$ cat config.mk
export PLATFORM = sky130hd
export DESIGN_NAME = hwpf_stride_req_buf
export DESIGN_NICKNAME = d
export VERILOG_FILES = /design/src/rtl/hwpf_stride_req_buf.sv
export SDC_FILE = /design/constraint.sdc
export NUM_CORES = 1
export LEC_CHECK = 0
export ABC_AREA = 1
export CAP_MARGIN = 20
export CORE_MARGIN = 2
export CORE_UTILIZATION = 50
export CTS_CLUSTER_DIAMETER = 40
export DETAILED_ROUTE_END_ITERATION = 12
export GPL_ROUTABILITY_DRIVEN = 0
export PLACE_DENSITY = 0.84
export RECOVER_POWER = 50
export SETUP_SLACK_MARGIN = 0.5
export SLEW_MARGIN = 20
export SYNTH_ARGS = -nofsm -noshare
export SYNTH_HDL_FRONTEND = slang
export SYNTH_SLANG_ARGS = --single-unit
$ cat constraint.sdc
create_clock -name clk_i -period 2.3 [get_ports clk_i]
set_input_delay 0.23 -clock clk_i [delete_from_list [all_inputs] [get_ports clk_i]]
set_output_delay 0.23 -clock clk_i [all_outputs]
set_load 0.01 [all_outputs]
$ cat src/rtl/hwpf_stride_req_buf.sv
// Prefetch request FIFO with outstanding-response limiter in front of the HPDcache prefetch port.
// Optional counters enabled by defining HWPF_STRIDE_REQ_BUF_STATS_EN.

package hwpf_stride_req_buf_pkg;
  typedef struct packed {
    logic [39:0] addr;
    logic [2:0]  size;
    logic [7:0]  tid;
    logic        need_rsp;
  } hpdcache_req_t;

  typedef struct packed {
    logic [7:0] tid;
    logic       error;
  } hpdcache_rsp_t;
endpackage

module hwpf_stride_req_buf
  import hwpf_stride_req_buf_pkg::*;
#(
  parameter int unsigned DEPTH           = 4,
  parameter int unsigned MAX_OUTSTANDING = 4
) (
  input  logic          clk_i,
  input  logic          rst_ni,
  input  logic          flush_i,
  input  logic          req_valid_i,
  output logic          req_ready_o,
  input  hpdcache_req_t req_i,
  output logic          rsp_valid_o,
  output hpdcache_rsp_t rsp_o,
  output logic          hpdcache_req_valid_o,
  input  logic          hpdcache_req_ready_i,
  output hpdcache_req_t hpdcache_req_o,
  input  logic          hpdcache_rsp_valid_i,
  input  hpdcache_rsp_t hpdcache_rsp_i,
  output logic          idle_o,
  output logic          err_o
`ifdef HWPF_STRIDE_REQ_BUF_STATS_EN
  ,
  output logic [31:0]   stat_issued_o,
  output logic [31:0]   stat_stall_o,
  output logic [31:0]   stat_flushed_o
`endif
);

  localparam int unsigned PW = (DEPTH > 1) ? $clog2(DEPTH) : 1;
  localparam int unsigned CW = $clog2(DEPTH + 1);
  localparam int unsigned OW = $clog2(MAX_OUTSTANDING + 1);

  hpdcache_req_t r_mem [DEPTH];
  logic [PW-1:0] r_rd_ptr;
  logic [PW-1:0] r_wr_ptr;
  logic [CW-1:0] r_count;
  logic [OW-1:0] r_outstanding;
  logic          r_err;

  hpdcache_req_t w_head;
  logic          w_credit_ok;
  logic          w_not_empty;
  logic          w_push;
  logic          w_pop;
  logic          w_inc;
  logic          w_dec;

  assign w_head      = r_mem[r_rd_ptr];
  assign w_not_empty = (r_count != '0);
  // Requests that expect no response never consume a credit.
  assign w_credit_ok = (r_outstanding < OW'(MAX_OUTSTANDING)) || !w_head.need_rsp;

  assign req_ready_o          = (r_count != CW'(DEPTH)) && !flush_i;
  assign hpdcache_req_valid_o = w_not_empty && w_credit_ok && !flush_i;
  assign hpdcache_req_o       = w_head;

  assign w_push = req_valid_i && req_ready_o;
  assign w_pop  = hpdcache_req_valid_o && hpdcache_req_ready_i;
  assign w_inc  = w_pop && w_head.need_rsp;
  assign w_dec  = hpdcache_rsp_valid_i;

  assign rsp_valid_o = hpdcache_rsp_valid_i;
  assign rsp_o       = hpdcache_rsp_i;

  assign idle_o = !w_not_empty && (r_outstanding == '0);
  assign err_o  = r_err;

  always_ff @(posedge clk_i or negedge rst_ni) begin
    if (!rst_ni) begin
      for (int i = 0; i < int'(DEPTH); i++) begin
        r_mem[i] <= '0;
      end
    end else if (w_push) begin
      r_mem[r_wr_ptr] <= req_i;
    end
  end

  always_ff @(posedge clk_i or negedge rst_ni) begin
    if (!rst_ni) begin
      r_rd_ptr <= '0;
      r_wr_ptr <= '0;
      r_count  <= '0;
    end else if (flush_i) begin
      // Push is blocked during flush, so wr_ptr is already final.
      r_rd_ptr <= r_wr_ptr;
      r_count  <= '0;
    end else begin
      if (w_push) begin
        r_wr_ptr <= r_wr_ptr + PW'(1);
      end
      if (w_pop) begin
        r_rd_ptr <= r_rd_ptr + PW'(1);
      end
      r_count <= r_count + CW'(w_push) - CW'(w_pop);
    end
  end

  always_ff @(posedge clk_i or negedge rst_ni) begin
    if (!rst_ni) begin
      r_outstanding <= '0;
      r_err         <= 1'b0;
    end else begin
      if (w_inc && !w_dec) begin
        r_outstanding <= r_outstanding + OW'(1);
      end else if (!w_inc && w_dec) begin
        if (r_outstanding == '0) begin
          r_err <= 1'b1;
        end else begin
          r_outstanding <= r_outstanding - OW'(1);
        end
      end
    end
  end

`ifdef HWPF_STRIDE_REQ_BUF_STATS_EN
  logic [31:0] r_stat_issued;
  logic [31:0] r_stat_stall;
  logic [31:0] r_stat_flushed;
  logic [32:0] w_flushed_sum;

  assign w_flushed_sum = {1'b0, r_stat_flushed} + 33'(r_count);

  always_ff @(posedge clk_i or negedge rst_ni) begin
    if (!rst_ni) begin
      r_stat_issued  <= '0;
      r_stat_stall   <= '0;
      r_stat_flushed <= '0;
    end else begin
      if (w_pop && (r_stat_issued != '1)) begin
        r_stat_issued <= r_stat_issued + 32'd1;
      end
      if (w_not_empty && !w_credit_ok && (r_stat_stall != '1)) begin
        r_stat_stall <= r_stat_stall + 32'd1;
      end
      if (flush_i) begin
        r_stat_flushed <= w_flushed_sum[32] ? '1 : w_flushed_sum[31:0];
      end
    end
  end

  assign stat_issued_o  = r_stat_issued;
  assign stat_stall_o   = r_stat_stall;
  assign stat_flushed_o = r_stat_flushed;
`endif

endmodule

==> impl_metrics.toml, run 1 <==
[setup_path]
critPathLaunch = "r_rd_ptr[0]"
max_stage_delay_ns = 0.48
timing.rr.start = "r_rd_ptr[0]"
crit_path_start_kind = "flop"
endpoint_kind = "output pin"
reg2reg_to = "r_count[1]"
crit_chain = "buf_4 -> buf_8 -> buf_12 -> o21ai_0 -> o22ai_2 -> buf_2"
crit_type = "flop to output pin"
required_ns = 2.07
ff2ff_path_depth = 14
critical_path.max_fanout = 8
critPathArrivalTime_ns = 2.14
r2r_slack_ns = -0.02
crit_slowest_cell = "dfrtp_2"

[logic_synthesis]
synth.ff_latch_count = 219
synth-edff-count = 0
syn-num-nets = 1364
synth_top_area_share_pct = 53.2
syn_avg_cell_area_um2 = 8.00
synthCells = 1287
synthTopCellsByArea = "dfrtp_1 (53%), nand2_1 (16%), o21ai_0 (9.6%)"
synth_cell_types = 26
ys_seq_area_share_pct = 53.2
synthArstFlopShare_pct = 100
yosys-top-cells-count = "nand2_1 (432), dfrtp_1 (219), o21ai_0 (198), o21ai_1 (115), nor2_1 (108)"
ys_warn_count = 0
syn_area_um2 = 10300
synth_ff_type = "dfrtp_1"
yosys.area.top_type = "dfrtp_1"
synthMostInstantiatedCell = "nand2_1"

[worst_hold_path]
hold_end = "r_mem[15]"
hold_start = "req_i[15]"
hold_class = "primary input to flop"
hold_depth = 3

[global_routing]
grt_usage_pct = 31.6
grt_pass1_vias = 10300
grt_max_degree = 76
grt_first_pass_wirelength_mm = 54.5
grt_antenna_before_repair = 0
grt_remaining_overflow = 0

[run_status]
violations = "capacitance limit, slew limit, setup timing"
status = "finished, violations left"

[floorplanning]
design.core.area_um2 = 20200
io_pins = 133
die_x_um = 148
rows = 52
start_util_pct = 50.9
die_h_um = 148
die_area_um2 = 21800

[sta]
rsz0062_at_grt = "true"
finalClockSkew_ns = 0.0108
fin_ws_ns = -0.0700
tns_ns = -0.104
finalCriticalPeriod_ns = 2.37
drv_slew = 76
relSlewSlack_pct = -17.0
worstMarginPinSlew_ns = 1.76
min_period_over_period_pct = 103
hold_viol = 0
setup-violations-final = 3
max_freq_ghz = 0.422
hold_slack_ns = 0.301

[cells_and_area]
drive_gt1_share_pct = 28.0
antenna_cells = 0
fin_nets = 1530
syn2layout_area_growth_pct = 45.1
finalNonFillerCells = 1746

[place]
placed_cells = 1599
hpwlAfterDp_mm = 16.4
portBuffers = 114

[routing]
totalWireLength_mm = 41.8
drt_first_iter_violations = 1327
vias_per_cell = 6.44
ant_nets = 0
wire_per_inst_um = 23.9
vias = 11200
dr.pass1.iters = 7
drc = 0

[clocking]
clockBufferDepth = 3
cts_tree = "done"
clock_sinks = 219
numCtsBuffers = 29
clkTransAtPathRegs_ns = 0.06
htree_levels = 1
cts-root-buf = "clkbuf_16"
clock_latency_ns = 0.56

[power_and_ir_drop]
powerDensity_nw_per_um2 = 1620
peakVddDrop_uv = 899
p_leak_nw = 6.97

[run]
drv_cap = 1
[kinds of logic (layout without fill, tap and decap cells)]
family / count (synthesis) / in the layout / share of synthesized area, %
AND/OR/NAND/NOR: 553 / 553 / 20.5
AO/OA/AOI/OAI: 368 / 368 / 18.6
flip-flops: 219 / 219 / 53.2
buffers and inverters: 131 / 320 / 5.86
adder cells (fa/ha/maj): 10 / 10 / 1.36
XOR/XNOR: 6 / 6 / 0.510
[area by class of cell]
| cell class | count | area, um^2 |
|---|---|---|
| Clock buffer | 38 | 820 |
| Clock inverter | 16 | 275 |
| Fill cell | 1237 | 5300 |
| Inverter | 23 | 109 |
| Multi-Input combinational cell | 937 | 5090 |
| Sequential cell | 219 | 5490 |
| Tap cell | 270 | 338 |
| Timing Repair Buffer | 243 | 2820 |
[critical path, delay by kind of cell, from the launching register on]
kind	cells	cell delay, ns
AOI/OAI and AO/OA	2	0.49
DFF	1	0.48
buffers and inverters	4	0.61
[report_power, final]
group	switching [mW]	internal, mW
registers	1.45	5.72
clock network	1.87	3.22
logic	6.91	5.05
[registers in the layout (all words and copies together), names as in the netlist]
name,count
r_wr_ptr,2
r_mem,208
r_outstanding,3
r_count,3
r_rd_ptr,2
err_o,1
[worst max path at each step]
stage                              end  slack (ns)
floorplan                   r_count[1]        0.16
global placement      r_outstanding[2]        0.11
detailed placement    r_outstanding[2]        0.09
CTS                 hpdcache_req_o[29]        0.16
global route        hpdcache_req_o[29]       -0.08
finish              hpdcache_req_o[29]       -0.07
[layout by cell type (no fill, tap or decap), types with 43 or more instances in the layout]
master / instances
nand2_1: 422
clkbuf_16: 43
nor2_1: 52
o21ai_0: 117
dfrtp_1: 214
buf_4: 44
o21ai_2: 43
clkdlybuf4s50_1: 57
buf_2: 53
o21ai_1: 145
[layer usage]
layer | track usage [%] | part of all wire, % | routed length (um)
met5 | 0 | 0 | 0
met4 | 15.8 | 7.5 | 3130
met3 | 6.45 | 12 | 4880
met2 | 51.5 | 47 | 19600
met1 | 40.3 | 34 | 14200
[what timing repair did]
| item | 4_1_cts | 5_1_grt |
|---|---|---|
| hold buffers | 1 | 0 |
| resized for setup | 345 | 216 |
| buffers inserted | 41 | 17 |
| endpoints found under the setup margin | 164 | 272 |
| hold endpoints to repair | 70 | 0 |
| cloned | 16 | 18 |
| pin swaps | 52 | 38 |
[metrics by stage]
stage / instance area [um^2] / power, mW / utilization (%) / setup WS (ns)
2_1_floorplan: 10400 / 11.2 / - / 0.162
3_3_place_gp: 11800 / 14.5 / 58.3 / 0.106
3_5_place_dp: 11800 / 14.8 / 58.3 / 0.0871
4_1_cts: 13800 / 21.3 / 68.1 / 0.163
5_1_grt: 14900 / 25.1 / 73.8 / -0.0836
6_report: 14900 / 24.2 / 73.8 / -0.0700
(Power assumes the default switching activity.)
==> run 2, diff against run 1 <==
- CORE_UTILIZATION: 50 -> 39
- CTS_CLUSTER_SIZE: not set -> 24
- PLACE_DENSITY: 0.84 -> not set
- PLACE_DENSITY_LB_ADDON: not set -> 0.2
==> impl_metrics.toml, run 2 (same netlist as run 1, synthesis figures left out) <==
[run_status]
status = "finished, final reports clean"

[global_routing]
grt_antenna_before_repair = 0
grt_pass1_vias = 9293
grt_usage_pct = 23.6
grt_first_pass_wirelength_mm = 52.6
grt_remaining_overflow = 0
grt_max_degree = 60

[sta]
finalClockSkew_ns = 0.0223
hold_slack_ns = 0.337
drv_slew = 0
min_period_over_period_pct = 97.7
hold_viol = 0
relSlewSlack_pct = 0.0751
fin_ws_ns = 0.0536
max_freq_ghz = 0.445
setup-violations-final = 0
finalCriticalPeriod_ns = 2.25
rsz0062_at_grt = "true"
worstMarginPinSlew_ns = 1.50

[worst_hold_path]
hold_class = "primary input to flop"

[routing]
drc = 0
totalWireLength_mm = 38.2
drt_first_iter_violations = 896
vias_per_cell = 5.48
dr.pass1.iters = 5
wire_per_inst_um = 21.1
vias = 9928
ant_nets = 0

[clocking]
htree_levels = 2
clkTransAtPathRegs_ns = 0.06
cts-root-buf = "clkbuf_16"
clock_latency_ns = 0.52
cts_tree = "done"
clockBufferDepth = 3
clock_sinks = 219
numCtsBuffers = 40

[setup_path]
endpoint_kind = "output pin"
r2r_slack_ns = 0.07
timing.rr.start = "r_rd_ptr[0]"
crit_path_start_kind = "flop"
cp_num_cells = 6
crit_chain = "buf_12 -> buf_12 -> buf_16 -> o21ai_0 -> o22ai_1 -> buf_2"
crit_type = "flop to output pin"
path_delay_family = "buffers and inverters"
critical_path.max_fanout = 8
endpoint = "hpdcache_req_o[41]"
critPathLaunch = "r_rd_ptr[0]"
max_stage_delay_ns = 0.50
path_common_cell = "buf_12"
reg2reg_to = "r_count[2]"
critPathBufInv = 4
ff2ff_path_depth = 14
required_ns = 2.07
critPathArrivalTime_ns = 2.02
crit_slowest_cell = "dfrtp_4"

[cells_and_area]
final_cell_area_um2 = 14800
antenna_cells = 0
layout_common_cells = "nand2_1 (424), dfrtp_1 (216), o21ai_1 (138), o21ai_0 (134), nor2_1 (82)"
fillers = 2324
syn2layout_area_growth_pct = 43.2
largest_register_ffs = 208
fin_nets = 1524
final_common_cell = "nand2_1"
largest_register = "r_mem"
multiInputGateArea_um2 = 4870
area.sequential_um2 = 5490
drive_gt1_share_pct = 24.5
finalCoreUtilization_pct = 56.8
reg_top3 = "r_mem x208, r_count x3, r_outstanding x3"

[floorplanning]
die_x_um = 166
design.core.area_um2 = 26000
start_util_pct = 39.6
die_h_um = 166
rows = 59
io_pins = 133
die_area_um2 = 27700

[power_and_ir_drop]
p_leak_nw = 6.89
powerDensity_nw_per_um2 = 1550
peakVddDrop_uv = 817
power_mw = 22.8

[place]
portBuffers = 114
preCtsSetupSlack_ns = 0.0423
hpwlAfterDp_mm = 16.8
dpl-instance-area_um2 = 11800

[run]
drv_cap = 0
-- run 2: cell types whose count changed in the layout (fill, tap and decap cells not counted), moves of 5 or more --
cell	delta
buf_4	-8
buf_6	-12
clkinv_2	+5
nor2_2	-22
nor2_4	-8
clkbuf_16	+13
o21ai_2	-10
nor2_1	+30
clkinvlp_4	+5
o21ai_1	-7
o21ai_0	+17
-- run 2: worst reg2reg max path, delay by kind of cell, from the launching register on --
| kind | cells | cell delay, ns |
|---|---|---|
| fa+ha+maj | 3 | 0.65 |
| flops | 1 | 0.54 |
| simple gates | 6 | 0.43 |
| buf+inv | 4 | 0.30 |
| xor+xnor | 1 | 0.16 |
-- run 2: power breakdown --
part	total, mW	leakage [nW]	switching, mW	internal [mW]
Sequential	6.87	2.73	1.16	5.72
Clock	5.70	0.626	2.08	3.63
Combinational	10.2	3.53	5.97	4.26
-- run 2: worst min-delay path by stage --
| stage | from | end | slack (ns) | depth (start not counted) |
|---|---|---|---|---|
| 6_report | req_i[12] | r_mem[168] | 0.34 | 3 |
| 5_1_grt | req_i[24] | r_mem[180] | 0.36 | 3 |
| 4_1_cts | rst_ni | r_mem[193] | 0.28 | 2 |
| 3_5_place_dp | rst_ni | r_mem[37] | 0.25 | 1 |
| 3_3_place_gp | rst_ni | r_mem[37] | 0.26 | 1 |
| 2_1_floorplan | rst_ni | err_o | -0.07 | 0 |
-- run 2: metal layers --
metal	up-vias	wire length (um)	GRT usage, %	part of all wire [%]
met3	68	3110	3.35	8.1
li1	4570	-	-	-
met2	425	17800	37.9	47
met1	4865	16400	33.8	43
met5	-	0	0	0
met4	0	905	6.18	2.4
-- run 2: per-stage QoR --
step | instances | TNS (ns)
floorplan | 1287 | 0
global placement | 1663 | 0
detailed placement | 1663 | 0
CTS | 1764 | 0
global route | 1811 | -0.00133
finish | 1811 | 0
-- run 2: timing repair --
action / 4_1_cts / 5_1_grt
gates cloned: 11 / 25
hold buffers: 1 / 0
hold endpoints to repair: 51 / 0
setup endpoints to repair: 186 / 164
buffers inserted: 18 / 22
resized for setup: 302 / 172
pin swaps: 47 / 61
-- run 2: area by class of cell --
class,count,area share (%)
flip-flops and latches,219,37.2
multi-input cells,937,33.0
repair buffers,226,17.4
clock buffers,49,7.43
well taps,335,2.84
clock inverters,22,1.37
inverters,23,0.738
